### config.mk
export PLATFORM = sky130hd
export DESIGN_NAME = weighted_sum_pipeline_n_flat
export DESIGN_NICKNAME = d
export VERILOG_FILES = /design/src/rtl/weighted_sum_pipeline_n_if.sv /design/src/rtl/weighted_sum_pipeline_n.sv /design/src/flat_wrapper.sv
export SDC_FILE = /design/constraint.sdc
export NUM_CORES = 1
export LEC_CHECK = 0
export ABC_AREA = 0
export CORE_ASPECT_RATIO = 0.6
export CORE_MARGIN = 2
export CORE_UTILIZATION = 30
export DETAILED_ROUTE_END_ITERATION = 8
export DONT_BUFFER_PORTS = 1
export PLACE_DENSITY = 0.47
export RECOVER_POWER = 50
export SYNTH_ARGS = -nofsm -noshare
export SYNTH_HDL_FRONTEND = slang
export SYNTH_SLANG_ARGS = --single-unit
export TNS_END_PERCENT = 1
### constraint.sdc
create_clock -name clock -period 7 [get_ports clock]
set_input_delay 0.7 -clock clock [delete_from_list [all_inputs] [get_ports clock]]
set_output_delay 0.7 -clock clock [all_outputs]
set_load 0.05 [all_outputs]
### src/rtl/weighted_sum_pipeline_n_if.sv
// weighted_sum_pipeline_n_if
// Sample, weight-load, accumulate-control and result signals of the
// weighted-sum pipeline. The pipeline connects through the slave modport;
// the sample source, weight loader and result sink use the master modport.
interface weighted_sum_pipeline_n_if #(
    parameter int N_TAPS   = 4,
    parameter int DATA_W   = 8,
    parameter int WEIGHT_W = 8,
    parameter int OUT_W    = 16
) ();
    logic                        in_valid;
    logic                        in_ready;
    logic [N_TAPS*DATA_W-1:0]    in_data;
    logic                        w_we;
    logic [$clog2(N_TAPS)-1:0]   w_idx;
    logic [WEIGHT_W-1:0]         w_data;
    logic                        acc_en;
    logic                        acc_clr;
    logic                        out_valid;
    logic                        out_ready;
    logic [OUT_W-1:0]            out_result;
    logic                        out_sat;

    modport master (
        output in_valid, in_data, w_we, w_idx, w_data, acc_en, acc_clr, out_ready,
        input  in_ready, out_valid, out_result, out_sat
    );

    modport slave (
        input  in_valid, in_data, w_we, w_idx, w_data, acc_en, acc_clr, out_ready,
        output in_ready, out_valid, out_result, out_sat
    );
endinterface

### src/rtl/weighted_sum_pipeline_n.sv
// weighted_sum_pipeline_n
// Pipelined unsigned weighted sum over N_TAPS lanes with run-time weights,
// valid/ready flow control and an optional running total.
// Pipeline: lane products -> $clog2(N_TAPS) adder-tree levels -> accumulate/output
// register, i.e. 2+$clog2(N_TAPS) cycles from accept to out_valid.
// The whole pipe advances together; when the sink stalls, every stage holds.
// Build option: define WSUM_SATURATE_EN to clip out_result at 2^OUT_W-1 and
// flag clipped results on out_sat; without it out_result wraps and out_sat is 0.
module weighted_sum_pipeline_n #(
    parameter int N_TAPS   = 4,
    parameter int DATA_W   = 8,
    parameter int WEIGHT_W = 8,
    parameter int OUT_W    = 16
) (
    input  logic                      clock,
    input  logic                      reset,
    weighted_sum_pipeline_n_if.slave  bus
);
    localparam int LVLS  = $clog2(N_TAPS);
    localparam int FW    = DATA_W + WEIGHT_W + LVLS;
    localparam int ACC_W = FW + OUT_W;

    logic [WEIGHT_W-1:0] weight [N_TAPS];
    // Heap-ordered tree: leaves N_TAPS..2*N_TAPS-1 hold lane products,
    // node i holds node[2i]+node[2i+1]; node 1 is the full sum.
    logic [FW-1:0]       node [1:2*N_TAPS-1];
    logic [LVLS:0]       stage_valid;
    logic                out_valid_r;
    logic [ACC_W-1:0]    acc;
    logic [ACC_W-1:0]    acc_base;
    logic [ACC_W-1:0]    acc_next;
    logic [OUT_W-1:0]    result;
    logic [OUT_W-1:0]    result_next;
    logic                advance;
    logic                enter_final;

    assign advance        = !out_valid_r || bus.out_ready;
    assign enter_final    = advance && stage_valid[LVLS];
    assign bus.in_ready   = advance;
    assign bus.out_valid  = out_valid_r;
    assign bus.out_result = result;

    // Weight register file; writes land at the edge whether or not the pipe is stalled.
    always_ff @(posedge clock) begin
        if (reset) begin
            for (int i = 0; i < N_TAPS; i++) weight[i] <= '0;
        end else if (bus.w_we) begin
            weight[bus.w_idx] <= bus.w_data;
        end
    end

    // Lane products and adder tree; each tree level is one pipeline stage.
    always_ff @(posedge clock) begin
        if (advance) begin
            for (int i = 0; i < N_TAPS; i++)
                node[N_TAPS+i] <= FW'(bus.in_data[i*DATA_W +: DATA_W]) * FW'(weight[i]);
            for (int i = 1; i < N_TAPS; i++)
                node[i] <= node[2*i] + node[2*i+1];
        end
    end

    // Valid bits travel with the data; reset drops anything in flight.
    always_ff @(posedge clock) begin
        if (reset) begin
            stage_valid <= '0;
            out_valid_r <= 1'b0;
        end else if (advance) begin
            stage_valid <= {stage_valid[LVLS-1:0], bus.in_valid};
            out_valid_r <= stage_valid[LVLS];
        end
    end

    // Next running total: a coincident clear is applied before the add.
    always_comb begin
        acc_base = bus.acc_clr ? '0 : acc;
        acc_next = ACC_W'(node[1]);
        if (bus.acc_en) acc_next = acc_base + ACC_W'(node[1]);
    end

`ifdef WSUM_SATURATE_EN
    localparam logic [ACC_W-1:0] OUT_MAX = ACC_W'({OUT_W{1'b1}});
    logic clip;
    logic sat_r;
    assign clip         = acc_next > OUT_MAX;
    assign result_next  = clip ? '1 : acc_next[OUT_W-1:0];
    assign bus.out_sat  = sat_r;

    // Clip flag belongs to the result it is presented with.
    always_ff @(posedge clock) begin
        if (reset)            sat_r <= 1'b0;
        else if (enter_final) sat_r <= clip;
    end
`else
    assign result_next  = acc_next[OUT_W-1:0];
    assign bus.out_sat  = 1'b0;
`endif

    // Accumulator and output register; a lone clear leaves the presented result untouched.
    always_ff @(posedge clock) begin
        if (reset) begin
            acc    <= '0;
            result <= '0;
        end else if (enter_final) begin
            acc    <= acc_next;
            result <= result_next;
        end else if (bus.acc_clr) begin
            acc    <= '0;
        end
    end
endmodule

### src/flat_wrapper.sv
// flat-port wrapper written by rule: the top's interface ports become plain ports
module weighted_sum_pipeline_n_flat 
#(
    parameter int N_TAPS   = 4,
    parameter int DATA_W   = 8,
    parameter int WEIGHT_W = 8,
    parameter int OUT_W    = 16
)
  (clock, reset, bus_in_valid, bus_in_data, bus_w_we, bus_w_idx, bus_w_data, bus_acc_en, bus_acc_clr, bus_out_ready, bus_in_ready, bus_out_valid, bus_out_result, bus_out_sat);
  weighted_sum_pipeline_n_if #(.N_TAPS(N_TAPS), .DATA_W(DATA_W), .WEIGHT_W(WEIGHT_W), .OUT_W(OUT_W)) bus_i ();
  input  logic clock;
  input  logic reset;
  input wire logic [$bits(bus_i.in_valid)-1:0] bus_in_valid;
  input wire logic [$bits(bus_i.in_data)-1:0] bus_in_data;
  input wire logic [$bits(bus_i.w_we)-1:0] bus_w_we;
  input wire logic [$bits(bus_i.w_idx)-1:0] bus_w_idx;
  input wire logic [$bits(bus_i.w_data)-1:0] bus_w_data;
  input wire logic [$bits(bus_i.acc_en)-1:0] bus_acc_en;
  input wire logic [$bits(bus_i.acc_clr)-1:0] bus_acc_clr;
  input wire logic [$bits(bus_i.out_ready)-1:0] bus_out_ready;
  output wire logic [$bits(bus_i.in_ready)-1:0] bus_in_ready;
  output wire logic [$bits(bus_i.out_valid)-1:0] bus_out_valid;
  output wire logic [$bits(bus_i.out_result)-1:0] bus_out_result;
  output wire logic [$bits(bus_i.out_sat)-1:0] bus_out_sat;
  assign bus_i.in_valid = bus_in_valid;
  assign bus_i.in_data = bus_in_data;
  assign bus_i.w_we = bus_w_we;
  assign bus_i.w_idx = bus_w_idx;
  assign bus_i.w_data = bus_w_data;
  assign bus_i.acc_en = bus_acc_en;
  assign bus_i.acc_clr = bus_acc_clr;
  assign bus_i.out_ready = bus_out_ready;
  assign bus_in_ready = bus_i.in_ready;
  assign bus_out_valid = bus_i.out_valid;
  assign bus_out_result = bus_i.out_result;
  assign bus_out_sat = bus_i.out_sat;
  weighted_sum_pipeline_n #(.N_TAPS(N_TAPS), .DATA_W(DATA_W), .WEIGHT_W(WEIGHT_W), .OUT_W(OUT_W)) u_core (.clock(clock), .reset(reset), .bus(bus_i));
endmodule
-- Word level (Yosys, flattened, before mapping)
Memories as Yosys holds them, arrays and structs flattened.
Cells that the tools add are included.
- flip-flop bits (word level): 54
- output and inout bits: 19
- logic and storage cells: 31
- memories kept: 2
- input port bits: 49
- memory bits (writable): 158
- $add $sub $neg: 4
- multiplexer cells: 13
- multiply operators: 4
- reductions and logical operators: 4
- memories (name ; words ; bits a word ; rd ports ; clocked after Yosys merged registers in ; write ports ; line ; RTL):
    u_core.node ; 7 ; 18 ; 7 ; 0 ; 7 ; weighted_sum_pipeline_n.sv:26 ; logic [FW-1:0] node [1:2*N_TAPS-1];
    u_core.weight ; 4 ; 8 ; 4 ; 0 ; 4 ; weighted_sum_pipeline_n.sv:23 ; logic [WEIGHT_W-1:0] weight [N_TAPS];
- operators by type and width (operator ; number):
    $mux W34 ; 3
    $mul A8 B8 Y16 ; 4
    $add A18 B18 Y18 ; 3
    $add A34 B18 Y34 ; 1
    $mux W1 ; 8
    $mux W8 ; 1
    $reduce_or A8 Y1 ; 1
    $mux W2 ; 1
    $logic_and A1 B1 Y1 ; 1
    $logic_not A1 Y1 ; 1
    $logic_or A1 B1 Y1 ; 1

-- Depth between registers and ports, before layout
Gate-level depths: netlist of the first run.
- depth after elaboration: 5
- mapped depth: 16
- gate-level depth less buffers: 16

-- Least setup slack after synthesis of the first run
No wires, ideal clock.
- path kind: input port to flip-flop
- start: in bus_in_data[1]
- end: reg, netlist name u_core.node[2][14]
- path slack: 2.466 ns
- setup time: 0.265 ns
- arrival: 4.269 ns
- buffers on the path: 0
- required time: 6.735 ns
- stages on the path: 11
- path through: and2_1 -> fa_1 -> fa_1 -> fa_1 -> inv_1 -> fa_1 -> inv_1 -> ha_1 -> o311ai_0 -> o21ai_0 -> xor2_1
- RTL lines (element ; line ; RTL):
    start, declared ; flat_wrapper.sv:14 ; input wire logic [$bits(bus_i.in_data)-1:0] bus_in_data;

==> impl_metrics.ini, run 1 <==
[status]
status = finished, violations left
violations = capacitance limit, slew limit

[clock_network]
cts_num_sinks = 180
cts_resized = 0
cts_tree = built
cts_htree_levels = 4
clockBufferDepth = 2
cts_hold_buffers = 0
cts_buffers = 17
cts_setup_buffers = 0
worst_skew_pair.late_latency_ns = 0.45
path_clk_slew_ns = 0.08
cts-root-buf = clkbuf_16

[sta]
fin_skew_ns = 0.0147
max-slew-margin-rel_pct = -91.2
slew_violations = 65
whs_ns = 0.315
period_share_pct = 69.3
setup_viol = 0
worst_pin_slew_ns = 2.87
rsz0062_at_grt = no
hold_viol = 0
min_period_ns = 4.85
finalSetupTns_ns = 0
max_freq_ghz = 0.206

[synth]
netlist_instances = 1772
synthFlopType = edfxtp_1
synth_warnings = 0
synth.distinct_cells = 75
yosys.area.top_type_share_pct = 24.7
synth_nets = 2173
synth_edf_count = 144
synth_area_mm2 = 0.0175
synth.largest_area_cell = edfxtp_1
synth-seq-cells = 180
syn_area_per_cell_um2 = 9.88
synthArstFlopShare_pct = 0
yosysSeqAreaShare_pct = 28.8
synthTopCellsByArea = edfxtp_1 25%, fa_1 17%, ha_1 15%

[worst_setup_path]
path_class = flop to flop
crit_path_frequent_cell = fa_1
slowest_stage = o311ai_0
cp.arrival_ns = 5.04
cp-end-kind = flop
worstPathRequired_ns = 7.19
critPathTopFamily = adder cells
max_stage_delay_ns = 0.84
crit_path_start_kind = flop
path_cells = and2_1 > fa_1 > fa_1 > fa_1 > inv_1 > fa_1 > inv_1 > ha_1 > o311ai_0 > o21ai_0 > xor2_1
critical_path_buf_inv_count = 2
crit_fanout = 8

[routing]
route.detailed.wl_per_inst_um = 15.9
drtIter0Drc = 799
drcViolationCount = 0
num_vias = 12000
via_per_inst = 4.71
wl_um = 40600
dr.pass1.iters = 5
ant_nets = 0

[power_and_ir_drop]
peakVddDrop_uv = 146
powerDensity_mw_per_mm2 = 377
p_leak_nw = 8.52

[floorplanning]
row_count = 68
die_width_um = 316
die_h_um = 191
initial_utilization_pct = 30.4
top_level_ports = 68
core-area_mm2 = 0.0576
die-area_mm2 = 0.0604

[finish]
final_common_cell = inv_1
antenna_cells = 0
nNetsFinal = 2170
layout.filler_cells = 5901
drive_above_1_share_pct = 3.14
area_growth_pct = 8.28
layout_common_cells = 232 x inv_1, 204 x ha_1, 197 x and2_1, 148 x fa_1, 144 x edfxtp_1
final_cell_area_mm2 = 0.0190

[placed_design]
globalplace.congestion = 0.816
place_hpwl_um = 32800
place_area_mm2 = 0.0184
port_buffers = 0

[grt]
grt_overflow = 0
grtUsageTotal_pct = 14.0
grt_max_degree = 65
antenna_found_initial = 1
grt_first_pass_wirelength_um = 66100
grt_pass1_vias = 11900

[worst_hold_path]
min_path_type = input port to flop

[job]
drv_cap = 1
==> path summary, 6_finish.rpt <==
path / start / to / slack (ns) / cells after the start
setup / recovery: u_core.weight[0][4]$_SDFFCE_PN0P_ / u_core.node[2][14]$_DFFE_PN_ / 2.15 / 11
hold / removal: reset / u_core.bus.out_result[1]$_SDFFE_PP0P_ / 0.32 / 1
setup reg to reg: u_core.weight[0][4]$_SDFFCE_PN0P_ / u_core.node[2][14]$_DFFE_PN_ / 2.15 / 11
hold reg to reg: u_core.stage_valid[2]$_SDFFE_PP0N_ / u_core.bus.out_valid$_SDFFE_PP0N_ / 0.48 / 2
==> final cells by class <==
cell class                      instances  area [um^2]  share of cell area, %
Sequential cell                       180         5040                   26.6
Tap cell                              770          963                   5.08
Clock buffer                           19          454                   2.40
Timing Repair Buffer                    1         7.51                 0.0396
Inverter                              232          871                   4.59
Multi-Input combinational cell       1337        11500                   60.6
Clock inverter                         13          128                  0.673
==> Yosys cell counts, types with 5 or more instances <==
cell type,instances
o211ai_1,13
nand2b_1,11
and2_1,238
dfxtp_1,36
and3_1,11
a2111oi_0,6
nor2b_1,28
xnor2_1,58
clkbuf_1,17
nand4_1,7
ha_1,204
nor3_1,52
or2_2,11
o21ai_0,37
nor2_1,103
o22ai_1,6
fa_1,148
o21a_1,15
o21bai_1,9
nand3b_1,6
o211a_1,5
nand3_1,24
mux2i_1,8
a21oi_1,79
edfxtp_1,144
a31oi_1,11
xor2_1,24
nand2_1,107
a31o_2,5
a21o_1,35
a211oi_1,11
inv_1,232
==> state kept, by name, summed over array words and instances (netlist names) <==
register / count
u_core.bus.out_result: 16
u_core.weight: 32
u_core.bus.out_valid: 1
u_core.acc: 16
u_core.node: 112
u_core.stage_valid: 3
==> worst register-to-register path, delay by kind of cell (launching register included) <==
family,cells,cell delay (ns)
fa+ha+maj,5,2.44
compound gates,2,1.09
flops,1,0.53
simple gates,1,0.25
xor+xnor,1,0.18
buf+inv,2,0.10
==> per-stage QoR <==
| stage | cells | power, mW | setup slack [ns] | utilization, % |
|---|---|---|---|---|
| global route | 2552 | 7.88 | 1.79 | 32.9 |
| floorplan | 1772 | 5.20 | 2.47 | - |
| detailed placement | 2520 | 6.19 | 2.04 | 31.9 |
| global placement | 2520 | 6.14 | 2.16 | 31.9 |
| finish | 2552 | 7.14 | 2.15 | 32.9 |
| CTS | 2552 | 7.21 | 2.15 | 32.9 |
==> logic make-up after synthesis <==
| group | Yosys count | share of synthesized area, % |
|---|---|---|
| xor+xnor | 82 | 4.10 |
| compound gates | 274 | 10.6 |
| other cells | 1 | 0.0214 |
| simple gates | 619 | 18.8 |
| flops | 180 | 28.8 |
| fa+ha+maj | 352 | 31.5 |
| buf+inv | 255 | 5.55 |
| mux | 9 | 0.522 |
==> routing by layer <==
| layer | vias to the layer above | track usage (%) | wire (um) |
|---|---|---|---|
| met1 | 5792 | 22.5 | 22700 |
| met5 | - | 0 | 0 |
| li1 | 6000 | - | - |
| met2 | 201 | 19.2 | 15800 |
| met3 | 18 | 2.64 | 1810 |
| met4 | 0 | 1.90 | 261 |
==> report_power, final <==
| part | leakage, nW | switching (mW) | internal, mW |
|---|---|---|---|
| clock network | 0.284 | 0.477 | 0.495 |
| logic | 6.43 | 2.38 | 1.82 |
| registers | 1.80 | 0.225 | 1.75 |
| total | 8.52 | 3.08 | 4.06 |
No activity file was read; power rests on OpenSTA's default activity.
==> run 2: changes to the inputs <==
--- a/config.mk
+++ b/config.mk
@@ -5,7 +5,7 @@
 export SDC_FILE = /design/constraint.sdc
 export NUM_CORES = 1
 export LEC_CHECK = 0
-export ABC_AREA = 0
+export ABC_AREA = 1
 export CORE_ASPECT_RATIO = 0.6
 export CORE_MARGIN = 2
 export CORE_UTILIZATION = 30
==> constraint.sdc (replaced) <==
create_clock -name clock -period 4.7 [get_ports clock]
set_input_delay 0.47 -clock clock [delete_from_list [all_inputs] [get_ports clock]]
set_output_delay 0.47 -clock clock [all_outputs]
set_load 0.05 [all_outputs]
==> run 2 against run 1 <==
Effect of this change:
- the run still ends with capacitance limit, slew limit left
- critical path depth is 3 higher
- routed wire length is 5.6% higher
- core utilization is 0.64 points lower
- total power is 48% higher
- via count is 8.3% higher
- global-route usage is 0.50 points higher
- fmax is 9.8% higher
- sequential share of layout area is 0.14 points lower
- largest cell class unchanged
- largest power group unchanged
- highest routed layer unchanged
==> impl_metrics.ini, run 2 <==
[routing]
drcViolationCount = 0
route.detailed.wl_per_inst_um = 14.6
dr.pass1.iters = 6
wl_um = 42800
via_per_inst = 4.43
ant_nets = 0
drtIter0Drc = 916
num_vias = 13000

[clock_network]
path_clk_slew_ns = 0.08
cts_tree = built
worst_skew_pair.late_latency_ns = 0.47
cts-root-buf = clkbuf_16
cts_buffers = 17
cts_num_sinks = 180
cts_setup_buffers = 0
clockBufferDepth = 2
cts_htree_levels = 4

[synth]
netlist_instances = 2198
synth.largest_area_cell = edfxtp_1
yosys.area.top_type_share_pct = 24.2
synth_warnings = 0
synthTopCellsByArea = edfxtp_1 24%, fa_1 17%, ha_1 14%
synth_edf_count = 144
yosysMostFrequentCell = nand2_1
synth-seq-cells = 180
synth_area_mm2 = 0.0179
synthFlopType = edfxtp_1
syn_area_per_cell_um2 = 8.14
yosysSeqAreaShare_pct = 28.2
synth.distinct_cells = 40
synth_nets = 2599
synthArstFlopShare_pct = 0
synth_common_cells = 530 x nand2_1, 526 x inv_1, 204 x ha_1, 148 x fa_1, 144 x edfxtp_1

[worst_setup_path]
path_cells = nand2_1 > inv_1 > fa_1 > fa_1 > fa_1 > inv_1 > fa_1 > inv_1 > ha_1 > a21oi_1 > o21ai_0 > a21oi_1 > o21ai_0 > xor2_1
worstPathRequired_ns = 4.90
critical_path_buf_inv_count = 3
crit_fanout = 8
slowest_stage = edfxtp_1
crit_path_start_kind = flop
max_stage_delay_ns = 0.56
crit_path_frequent_cell = fa_1
cp-end-kind = flop
critPathTopFamily = adder cells
path_class = flop to flop
cp.arrival_ns = 4.62

[finish]
drive_above_1_share_pct = 2.32
nNetsFinal = 2543
final_common_cell = nand2_1
fin_cells = 2936
area_growth_pct = 6.48
layout_common_cells = 530 x nand2_1, 527 x inv_1, 204 x ha_1, 148 x fa_1, 144 x edfxtp_1
antenna_cells = 0
regMostFlops = u_core.node
final_cell_area_mm2 = 0.0191
largest_register_ffs = 112
largestRegisters = u_core.node: 112 flops, u_core.weight: 32 flops

[sta]
worst_pin_slew_ns = 3.19
finalSetupTns_ns = 0
min_period_ns = 4.42
fin_skew_ns = 0.0265
rsz0062_at_grt = no
slew_violations = 71
period_share_pct = 94.0
max_freq_ghz = 0.226
whs_ns = 0.0861
max-slew-margin-rel_pct = -113
setup_viol = 0
hold_viol = 0

[worst_hold_path]
min_path_type = input port to flop

[job]
drv_cap = 1

[status]
status = finished, violations left
violations = capacitance limit, slew limit

[floorplanning]
die_h_um = 193
die_width_um = 319
row_count = 69
core-area_mm2 = 0.0591
die-area_mm2 = 0.0617
initial_utilization_pct = 30.3
top_level_ports = 68

[grt]
grt_first_pass_wirelength_um = 69700
grtUsageTotal_pct = 14.5
grt_overflow = 0
grt_max_degree = 72
grt_pass1_vias = 12800
antenna_found_initial = 0

[placed_design]
port_buffers = 0
placedCellCount = 2904
place_area_mm2 = 0.0185
globalplace.congestion = 0.879
place_hpwl_um = 35400

[power_and_ir_drop]
p_comb_share_pct = 58.4
powerDensity_mw_per_mm2 = 553
p_clk_share_pct = 13.3
p_int_mw = 5.66
p_leak_nw = 10.5
power_frac_seq_pct = 28.3
power.switching_mw = 4.88
peakVddDrop_uv = 238
switching_share_pct = 46.3
-- run 2: cell count changes after synthesis, sizes merged, moves of 29 or more --
cell    change
and2      -236
nor3       -42
xor2       +34
nor2       +36
a21oi      +43
inv       +297
nand2     +424
nand3      +34
a21o       -29
nor2b      -29
clkbuf     +46
-- run 2: path summary, 6_finish.rpt --
kind	start	endpoint	slack, ns	cells after the start
worst min register to register	u_core.stage_valid[1]$_SDFFE_PP0N_	u_core.stage_valid[1]$_SDFFE_PP0N_	0.48	2
worst max-delay path	u_core.weight[2][4]$_SDFFCE_PN0P_	u_core.node[3][13]$_DFFE_PN_	0.28	14
worst min-delay path	reset	u_core.acc[3]$_SDFF_PP0_	0.09	1
worst max register to register	u_core.weight[2][4]$_SDFFCE_PN0P_	u_core.node[3][13]$_DFFE_PN_	0.28	14
-- run 2: per-layer routing --
metal | wire length [um] | vias to the layer above | global-route usage [%]
met5 | 0 | - | 0
met4 | 356 | 0 | 2.56
met3 | 2350 | 22 | 3.47
met2 | 16900 | 271 | 20.6
met1 | 23200 | 6109 | 22.2
li1 | - | 6601 | -
-- run 2: cell families (layout without fill, tap and decap cells) --
| group | Yosys count | in the layout | synth area share, % |
|---|---|---|---|
| xor gates and xnor gates | 88 | 88 | 4.31 |
| other | 1 | 1 | 0.0210 |
| adders and majority gates | 352 | 352 | 30.8 |
| AOI/OAI and AO/OA | 211 | 211 | 6.73 |
| DFF | 180 | 180 | 28.2 |
| buffers and inverters | 605 | 562 | 13.0 |
| and+or+nand+nor | 761 | 761 | 16.9 |
-- run 2: area by class of cell --
cell class,count,area [um^2]
Tap cell,781,977
Inverter,529,1990
Timing Repair Buffer,1,7.51
Clock buffer,17,425
Multi-Input combinational cell,1413,10500
Clock inverter,15,129
Fill cell,6248,40000
Sequential cell,180,5040
-- run 2: timing repair --
| action | 4_1_cts | 5_1_grt |
|---|---|---|
| endpoints found under the setup margin | 0 | 2 |
| hold buffers | 0 | 0 |
| gates resized for setup | 0 | 1 |
-- run 2: power by group through the flow --
| stage | registers (mW) | logic (mW) | clock network [mW] |
|---|---|---|---|
| 2_1_floorplan | 2.79 | 4.88 | 0 |
| 3_3_place_gp | 3.02 | 6.20 | 0 |
| 3_5_place_dp | 3.02 | 6.20 | 0 |
| 4_1_cts | 2.98 | 6.25 | 1.45 |
| 5_1_grt | 3.03 | 7.13 | 1.51 |
| 6_report | 2.98 | 6.16 | 1.40 |
-- run 2: stage by stage --
| stage | total power [mW] | worst slack, ns | util, % |
|---|---|---|---|
| after floorplan | 7.67 | 0.417 | - |
| after global placement | 9.22 | 0.354 | 31.4 |
| after detailed placement | 9.22 | 0.297 | 31.4 |
| after CTS | 10.7 | 0.282 | 32.3 |
| after global routing | 11.7 | 0.0184 | 32.3 |
| final | 10.5 | 0.280 | 32.3 |
